**src/rtl/rect_fill_engine_pkg.sv**
```systemverilog
// rect_fill_engine_pkg: screen geometry, field widths and FSM state encoding shared by the fill engine
package rect_fill_engine_pkg;
  localparam int SCREEN_W = 160;
  localparam int SCREEN_H = 120;
  localparam int X_W = 8;
  localparam int Y_W = 7;
  localparam int COLOR_W = 12;
  localparam int ADDR_W = 16;
  typedef enum logic [1:0] {IDLE = 2'd0, SETUP = 2'd1, FILL = 2'd2, DONE = 2'd3} state_t;
endpackage

```
**src/rtl/rect_fill_engine_addr_gen.sv**
```systemverilog
// rect_fill_engine_addr_gen: row-major cx/cy/row_base counters producing the pixel address and a last-pixel flag
module rect_fill_engine_addr_gen
  import rect_fill_engine_pkg::*;
(
  input  logic              clk,
  input  logic              reset,
  input  logic              load,
  input  logic              adv,
  input  logic [X_W-1:0]    x0,
  input  logic [Y_W-1:0]    y0,
  input  logic [X_W:0]      x_end,
  input  logic [Y_W:0]      y_end,
  output logic [ADDR_W-1:0] addr,
  output logic              last
);
  logic [X_W-1:0] cx;
  logic [Y_W-1:0] cy;
  logic [ADDR_W-1:0] row_base;
  logic row_end;
  always_comb begin
    row_end = {1'b0, cx} == x_end - (X_W+1)'(1);
    last = row_end && ({1'b0, cy} == y_end - (Y_W+1)'(1));
    addr = row_base + ADDR_W'(cx);
  end
  always_ff @(posedge clk) begin
    if (reset) begin
      cx <= '0;
      cy <= '0;
      row_base <= '0;
    end else if (load) begin
      cx <= x0;
      cy <= y0;
      row_base <= ADDR_W'(y0) * ADDR_W'(SCREEN_W);
    end else if (adv) begin
      cx <= row_end ? x0 : cx + X_W'(1);
      cy <= row_end ? cy + Y_W'(1) : cy;
      row_base <= row_end ? row_base + ADDR_W'(SCREEN_W) : row_base;
    end
  end
endmodule

```
**src/rtl/rect_fill_engine.sv**
```systemverilog
// rect_fill_engine: clipped rectangle fill issuing one VRAM pixel write per accepted cycle
module rect_fill_engine
  import rect_fill_engine_pkg::*;
(
  input  logic               clk,
  input  logic               reset,
  input  logic               cmd_valid,
  output logic               cmd_ready,
  input  logic [X_W-1:0]     cmd_x,
  input  logic [Y_W-1:0]     cmd_y,
  input  logic [X_W-1:0]     cmd_w,
  input  logic [Y_W-1:0]     cmd_h,
  input  logic [COLOR_W-1:0] cmd_color,
  output logic               busy,
  output logic               done,
  output logic               vram_we,
  input  logic               vram_ready,
  output logic [ADDR_W-1:0]  vram_addr,
  output logic [COLOR_W-1:0] vram_data
);
  state_t state;
  logic [X_W-1:0] x_q, w_q;
  logic [Y_W-1:0] y_q, h_q;
  logic [COLOR_W-1:0] color_q;
  logic [X_W:0] x_sum, x_end_c, x_end;
  logic [Y_W:0] y_sum, y_end_c, y_end;
  logic empty, last;
  always_comb begin
    x_sum = {1'b0, x_q} + {1'b0, w_q};
    y_sum = {1'b0, y_q} + {1'b0, h_q};
    x_end_c = x_sum > (X_W+1)'(SCREEN_W) ? (X_W+1)'(SCREEN_W) : x_sum;
    y_end_c = y_sum > (Y_W+1)'(SCREEN_H) ? (Y_W+1)'(SCREEN_H) : y_sum;
    empty = ({1'b0, x_q} >= x_end_c) || ({1'b0, y_q} >= y_end_c);
  end
  assign vram_data = color_q;
  rect_fill_engine_addr_gen u_addr_gen (
    .clk(clk), .reset(reset), .load(state == SETUP), .adv(vram_we && vram_ready),
    .x0(x_q), .y0(y_q), .x_end(x_end), .y_end(y_end), .addr(vram_addr), .last(last)
  );
  always_ff @(posedge clk) begin
    if (reset) begin
      state <= IDLE;
      cmd_ready <= 1'b1;
      busy <= 1'b0;
      done <= 1'b0;
      vram_we <= 1'b0;
      x_q <= '0;
      y_q <= '0;
      w_q <= '0;
      h_q <= '0;
      color_q <= '0;
      x_end <= '0;
      y_end <= '0;
    end else begin
      case (state)
        IDLE: if (cmd_valid) begin
          x_q <= cmd_x;
          y_q <= cmd_y;
          w_q <= cmd_w;
          h_q <= cmd_h;
          color_q <= cmd_color;
          cmd_ready <= 1'b0;
          busy <= 1'b1;
          state <= SETUP;
        end
        SETUP: begin
          x_end <= x_end_c;
          y_end <= y_end_c;
          busy <= !empty;
          done <= empty;
          vram_we <= !empty;
          state <= empty ? DONE : FILL;
        end
        FILL: if (vram_ready && last) begin
          vram_we <= 1'b0;
          busy <= 1'b0;
          done <= 1'b1;
          state <= DONE;
        end
        DONE: begin
          done <= 1'b0;
          cmd_ready <= 1'b1;
          state <= IDLE;
        end
      endcase
    end
  end
endmodule
```
**config.mk**
```make
export PLATFORM = sky130hd
export DESIGN_NAME = rect_fill_engine
export DESIGN_NICKNAME = d
export VERILOG_FILES = /design/src/rtl/rect_fill_engine_pkg.sv /design/src/rtl/rect_fill_engine_addr_gen.sv /design/src/rtl/rect_fill_engine.sv
export SDC_FILE = /design/constraint.sdc
export NUM_CORES = 1
export LEC_CHECK = 0
export CORE_ASPECT_RATIO = 1.5
export CORE_MARGIN = 2
export CORE_UTILIZATION = 60
export DETAILED_ROUTE_END_ITERATION = 7
export GPL_TIMING_DRIVEN = 0
export PLACE_DENSITY = 0.86
export RECOVER_POWER = 100
export SLEW_MARGIN = 20
export SYNTH_ARGS = -nofsm -noshare
export SYNTH_HDL_FRONTEND = slang
export SYNTH_SLANG_ARGS = --single-unit
```
**constraint.sdc**
```tcl
create_clock -name clk -period 11.7 [get_ports clk]
set_input_delay 2.34 -clock clk [delete_from_list [all_inputs] [get_ports clk]]
set_output_delay 2.34 -clock clk [all_outputs]
set_load 0.02 [all_outputs]
```
==> results.toml, run 1 <==
[logic_synthesis]
muxShareOfSynthArea_pct = 1.19
post_synth_num_cell_types = 73
synth-async-reset-ratio_pct = 0
yosysWarnings = 0
compound_cell_area_share_of_the_yosys_netlist_pct = 21.5
most_instantiated_cells_after_synthesis = "123 x sky130_fd_sc_hd__nand2_1, 91 x sky130_fd_sc_hd__dfxtp_1, 69 x sky130_fd_sc_hd__a21oi_1"
yosysTopAreaCell = "sky130_fd_sc_hd__dfxtp_1"
ys_top_cells_by_area = "sky130_fd_sc_hd__dfxtp_1 30%, sky130_fd_sc_hd__ha_1 10%, sky130_fd_sc_hd__nand2_1 7.7%"
dominantRegCellSynth = "sky130_fd_sc_hd__dfxtp_1"
post_synth_xor_area_fraction_pct = 6.44
synthesis.instances = 748
synth_simple_gate_area_share_pct = 23.9
count_of_flip_flops_with_a_built_in_enable_after_synthesis = 0
main_combinational_cell_family_by_area_after_synthesis = "simple AND/OR/NAND/NOR gates"
post-synth-top-area-fraction_pct = 30.4
synth.most_common_cell = "sky130_fd_sc_hd__nand2_1"
postSynthNetCount = 848
synthesized_area_per_cell_um2 = 8.00
synth-adder-area-share_pct = 11.8
postSynthRegisterBits = 91
synth_sequential_area_ratio_pct = 30.4
synthesis.area_um2 = 5980

[timing]
slew_violations = 0
final-setup-viol-count = 0
ratio_of_final_minimum_period_to_clock_period_pct = 45.8
report.final.hold_viol_count = 0
totalNegativeSetupSlack_ns = 0
grt_setup_unrepaired = "no"
clock.fmax_mhz = 187
fin_crit_ns = 5.35
timing.clock.skew_ns = 0.00701
tightestPinTransition_ns = 0.773
max_slew_margin_pct = 48.0

[cts]
max-clock-path-buffers = 2
clock_insertion_delay_worst_skew_ns = 0.35
hold_buffers = 0
clock_sink_count = 91
cts_buffers = 9
postCtsSetupRepairBufs = 0
clk_transition_reported_paths_ns = 0.07
clock_tree.htree_level_count = 3
cts-root-buf = "sky130_fd_sc_hd__clkbuf_16"
cts.repair.resized = 0
tritoncts = "built"

[power]
switchingPower_mw = 0.647
seq_power_share_pct = 30.8
comb_power_share_pct = 48.5
p_per_area_nw_per_um2 = 211
vdd_ir_drop_max_v = 0.000135
netSwitchingFraction_pct = 42.7
power.total_mw = 1.52
static-leakage-power_nw = 2.94
pwr-share-clk_pct = 20.7
power.internal_mw = 0.870

[die]
std_cell_rows = 44
top_level_ports = 78
die_h_um = 126
coreArea_um2 = 9690
die_area_um2 = 10800
initial_utilization_pct = 61.8
die_x_um = 85.5

[route]
total_length_of_routed_met3_wires_mm = 1.19
met1Wirelength_mm = 6.27
drt_drc_violations_left = 0
dr.max_layer_used = "met4"
dr.pass1.iters = 5
num_vias = 6040
dr_wl_cell_um = 17.8
route.met2.wl_mm = 8.42
via_per_inst = 6.32
initial_detailed_routing_violation_count = 457
route.antenna.remaining_nets = 0
detail_route.wirelength_mm = 17.0

[cells_and_area]
nFillCells = 758
n_antenna_cell = 0
fin_area_um2 = 7200
sequential_cell_area_um2 = 1820
fin_cells = 955
syn2layout_area_growth_pct = 20.2
utilization_pct = 74.3
final_layout_size_suffix_gt1_share_pct = 4.05
multi_input_gate_area_um2 = 3860
num-nets-final = 936

[critical_path]
worst_ep_arrival_time_ns = 3.01
reg2reg_from = "x_q[0]"
worstSetupStartpointType = "flop"
worstPathBufferInverterCount = 3
timing.critical_path.slowest_cell_delay_ns = 0.68
crit_path_cell_trace = "clkbuf_1, inv_1, fa_1, nor2b_1, nor2_1, nor2_1, nand3_1, xnor2_1, dlygate4sd3_1"
worst-r2r-setup-slack_ns = 6.37
critPathCaptureType = "primary output"
criticalPathCategory = "flop to primary output"
crit_fanout = 9
crit_family = "buffers and inverters"
r2r_cell_count = 18
worstPathRequired_ns = 9.36
worstReg2RegEnd = "busy"
slowest_stage = "sky130_fd_sc_hd__dlygate4sd3_1"
timing.critical_path.mode_cell = "sky130_fd_sc_hd__nor2_1"

[min_path]
hold_path_end = "vram_data[3]"
hold_depth = 2
hp-class = "flop to flop"
worst_hold_startpoint = "vram_data[3]"

[placed_design]
post-dp-hpwl_mm = 13.0
routabilityCongestion = 0.910
placedCellCount = 940
port-buffer-count = 77
post_dp_cell_area_um2 = 6900

[grt]
grt_start_max_net_pins = 15
number_of_global_route_vias_before_repair = 6095
grt-ovfl-total = 0
grt_first_pass_wirelength_mm = 28.0
grt_usage_pct = 32.1
antenna_found_initial = 0

[outcome]
result_of_the_run = "finished clean"

[run]
max_cap_violation_count = 0
==> layout make-up <==
class                      count  share of cell area [%]
multi-input combinational    590                    53.7
sequential                    91                    25.3
timing repair buffer          77                    10.7
clock buffer                  11                    3.37
buffer                        38                    2.35
tap                          115                    2.00
inverter                      29                    1.51
clock inverter                 4                    1.04
==> sequential cells by signal (all words and copies together) (netlist names) <==
name                 count
u_addr_gen.cy            7
state                    2
done                     1
u_addr_gen.cx            8
y_end                    8
h_q                      7
vram_data               12
w_q                      8
x_q                      8
busy                     1
cmd_ready                1
x_end                    9
vram_we                  1
y_q                      7
u_addr_gen.row_base     11
==> power groups by stage <==
stage	Sequential (mW)	Combinational (mW)	Clock (mW)
floorplan	0.457	0.515	0
global placement	0.465	0.700	0
detailed placement	0.470	0.734	0
CTS	0.464	0.741	0.315
global route	0.475	0.813	0.324
finish	0.467	0.736	0.313
==> worst min-delay path, delay by kind of cell, from the launching register on <==
kind	cells	cell delay [ns]
flops	1	0.31
simple gates	1	0.05
compound gates	1	0.05
==> how the worst max path moves through the flow <==
stage,from,endpoint,slack (ns),depth (start not counted)
final,u_addr_gen.cx[6],vram_addr[13],6.35,9
after global routing,x_q[0],busy,6.10,18
after CTS,u_addr_gen.cx[6],vram_addr[13],6.39,9
after detailed placement,x_q[0],busy,6.64,18
after global placement,x_q[0],busy,6.85,18
after floorplan,u_addr_gen.cx[6],vram_addr[13],7.41,8
==> cell families after synthesis <==
group / Yosys count
XOR/XNOR: 44
AO/OA/AOI/OAI: 193
adder cells (fa/ha/maj): 54
AND/OR/NAND/NOR: 292
flip-flops: 91
buffers and inverters: 67
multiplexers: 7
==> per-layer routing <==
layer | up-vias | global-route usage, %
met2 | 298 | 56.9
met4 | 0 | 21.9
met5 | - | 0
met3 | 77 | 5.79
li1 | 2854 | -
met1 | 2811 | 33.9
==> stage by stage <==
step                hold slack, ns  setup WS [ns]
floorplan                    0.441           7.41
global placement             0.442           6.85
detailed placement           0.448           6.64
CTS                          0.458           6.39
global route                 0.475           6.10
finish                       0.452           6.35
==> layout by cell type (no fill, tap or decap), types with 17 or more instances in the layout <==
cell type and n:
sky130_fd_sc_hd__xor2_1 17, sky130_fd_sc_hd__clkdlybuf4s50_1 43, sky130_fd_sc_hd__nand3_1 28, sky130_fd_sc_hd__ha_1 50
sky130_fd_sc_hd__nor2_1 49, sky130_fd_sc_hd__a21oi_1 69, sky130_fd_sc_hd__dfxtp_1 91, sky130_fd_sc_hd__xnor2_1 27
sky130_fd_sc_hd__clkbuf_1 31, sky130_fd_sc_hd__o21ai_0 21, sky130_fd_sc_hd__inv_1 28, sky130_fd_sc_hd__nand2_1 123
sky130_fd_sc_hd__dlygate4sd3_1 34
Power figures use the tool's default switching activity.
==> inputs of run 2 (changes only) <==
--- a/config.mk
+++ b/config.mk
@@ -7,10 +7,10 @@
 export LEC_CHECK = 0
 export CORE_ASPECT_RATIO = 1.5
 export CORE_MARGIN = 2
-export CORE_UTILIZATION = 60
+export CORE_UTILIZATION = 56
 export DETAILED_ROUTE_END_ITERATION = 7
 export GPL_TIMING_DRIVEN = 0
-export PLACE_DENSITY = 0.86
+export PLACE_DENSITY = 0.81
 export RECOVER_POWER = 100
 export SLEW_MARGIN = 20
 export SYNTH_ARGS = -nofsm -noshare
==> constraint.sdc (replaced) <==
create_clock -name clk -period 5.35 [get_ports clk]
set_input_delay 1.07 -clock clk [delete_from_list [all_inputs] [get_ports clk]]
set_output_delay 1.07 -clock clk [all_outputs]
set_load 0.02 [all_outputs]
==> results.toml, run 2 (synthesis results as in run 1) <==
[grt]
number_of_global_route_vias_before_repair = 5784
grt-ovfl-total = 0
grt_usage_pct = 29.9
antenna_found_initial = 0
grt_start_max_net_pins = 16
grt_first_pass_wirelength_mm = 27.0

[route]
num_vias = 5938
via_per_inst = 6.03
route.antenna.remaining_nets = 0
drt_drc_violations_left = 0
initial_detailed_routing_violation_count = 459
detail_route.wirelength_mm = 16.8
dr.pass1.iters = 7
dr_wl_cell_um = 17.1

[cells_and_area]
nFillCells = 898
num-nets-final = 936
most_common_library_cell_in_the_layout_ignoring_fill_and_taps = "sky130_fd_sc_hd__nand2_1"
mostFrequentLayoutCells = "123 x sky130_fd_sc_hd__nand2_1, 91 x sky130_fd_sc_hd__dfxtp_1, 69 x sky130_fd_sc_hd__a21oi_1, 54 x sky130_fd_sc_hd__clkdlybuf4s50_1, 50 x sky130_fd_sc_hd__ha_1"
syn2layout_area_growth_pct = 20.9
final_layout_size_suffix_gt1_share_pct = 4.88
max_ffs_per_register = 12
fin_cells = 985
n_antenna_cell = 0

[die]
std_cell_rows = 46
top_level_ports = 78
coreArea_um2 = 10500
initial_utilization_pct = 57.1
die_area_um2 = 11500
die_h_um = 131
die_x_um = 88.4

[min_path]
hold_depth = 2
worst_hold_startpoint = "vram_data[3]"
hold_path_end = "vram_data[3]"
hp-class = "flop to flop"

[timing]
tightestPinTransition_ns = 2.10
ratio_of_final_minimum_period_to_clock_period_pct = 94.1
max_slew_margin_pct = -41.3
final_critical_path_setup_slack_ns = 0.314
slew_violations = 11
clock.fmax_mhz = 199
grt_setup_unrepaired = "no"
final-setup-viol-count = 0
totalNegativeSetupSlack_ns = 0
timing.clock.skew_ns = 0.00855
report.final.hold_viol_count = 0
fin_crit_ns = 5.04

[cts]
hold_buffers = 0
clk_transition_reported_paths_ns = 0.07
clock_insertion_delay_worst_skew_ns = 0.35
cts-root-buf = "sky130_fd_sc_hd__clkbuf_16"
max-clock-path-buffers = 2
clock_sink_count = 91
cts_buffers = 9
clock_tree.htree_level_count = 3
tritoncts = "built"

[critical_path]
criticalPathCategory = "flop to flop"
worst-r2r-setup-slack_ns = 0.31
crit_fanout = 10
worst_ep_arrival_time_ns = 5.29
worstPathRequired_ns = 5.61
critPathCaptureType = "flop"
worstSetupStartpointType = "flop"
worstReg2RegEnd = "busy"
r2r_cell_count = 18
reg2reg_from = "x_q[0]"

[power]
vdd_ir_drop_max_v = 0.000300
static-leakage-power_nw = 2.91
p_per_area_nw_per_um2 = 454

[placed_design]
placedCellCount = 969
port-buffer-count = 77
routabilityCongestion = 0.871
post-dp-hpwl_mm = 13.1
place_worst_setup_slack_ns = 0.323

[outcome]
failed_checks = "max-capacitance violations, max-slew violations"
result_of_the_run = "complete, but fails checks"

[run]
max_cap_violation_count = 1
run 2: worst max-delay path: stages, from the launching register on:
cell	delay [ns]
sky130_fd_sc_hd__dfxtp_1	0.38
sky130_fd_sc_hd__ha_1	0.25
sky130_fd_sc_hd__inv_1	0.07
sky130_fd_sc_hd__fa_1	0.41
sky130_fd_sc_hd__nor2b_1	0.17
sky130_fd_sc_hd__o22ai_1	0.12
sky130_fd_sc_hd__xnor2_1	0.19
sky130_fd_sc_hd__o41ai_2	0.53
sky130_fd_sc_hd__a31o_2	0.24
sky130_fd_sc_hd__clkbuf_1	0.29
sky130_fd_sc_hd__nand2_1	0.13
sky130_fd_sc_hd__ha_1	0.34
sky130_fd_sc_hd__a21oi_1	0.14
sky130_fd_sc_hd__o221ai_1	0.15
sky130_fd_sc_hd__a21o_1	0.20
sky130_fd_sc_hd__a211oi_1	0.36
sky130_fd_sc_hd__o211ai_1	0.26
sky130_fd_sc_hd__or3_1	0.43
sky130_fd_sc_hd__a221oi_1	0.26
run 2: how the worst max path moves through the flow:
stage / slack, ns / endpoint / from / cells past startpoint
2_1_floorplan: 1.26 / busy / x_q[0] / 18
3_5_place_dp: 0.32 / busy / x_q[0] / 18
6_report: 0.31 / busy / x_q[0] / 18
4_1_cts: 0.30 / busy / x_q[0] / 18
5_1_grt: 0.05 / busy / x_q[0] / 18
3_3_place_gp: 0.44 / busy / x_q[0] / 18
run 2: area by class of cell:
type | count | area, um^2 | area share, %
plain buffers | 38 | 171 | 2.37
well taps | 144 | 180 | 2.49
clock inverters | 6 | 63.8 | 0.882
flip-flops and latches | 91 | 1820 | 25.2
repair buffers | 77 | 771 | 10.7
inverters | 29 | 109 | 1.50
clock buffers | 10 | 239 | 3.30
multi-input cells | 590 | 3880 | 53.6
run 2: per-stage QoR:
| stage | instance area [um^2] | power (mW) | util (%) | hold slack [ns] |
|---|---|---|---|---|
| final | 7240 | 3.28 | 69.1 | 0.460 |
| after global routing | 7240 | 3.50 | 69.1 | 0.477 |
| after CTS | 7240 | 3.29 | 69.1 | 0.464 |
| after detailed placement | 6940 | 2.63 | 66.2 | 0.451 |
| after global placement | 6940 | 2.56 | 66.2 | 0.443 |
| after floorplan | 5980 | 2.13 | - | 0.441 |
run 2: routing by layer:
layer  GRT usage (%)  part of all wire, %  vias up
li1                -                    -     2859
met1            31.7                   38     2791
met2            54.6                   52      228
met3            5.53                  5.7       60
met4            16.2                  4.9        0
met5               0                    0        -
run 2: where the power goes:
| part | internal (mW) | total (mW) | switching (mW) |
|---|---|---|---|
| registers | 0.830 | 1.02 | 0.188 |
| logic | 0.664 | 1.61 | 0.945 |
| clock network | 0.375 | 0.657 | 0.282 |
| total | 1.87 | 3.28 | 1.42 |
run 2: repair_timing:
action	4_1_cts	5_1_grt
setup endpoints to repair	0	1
gates resized for setup	0	2
buffers inserted	0	0
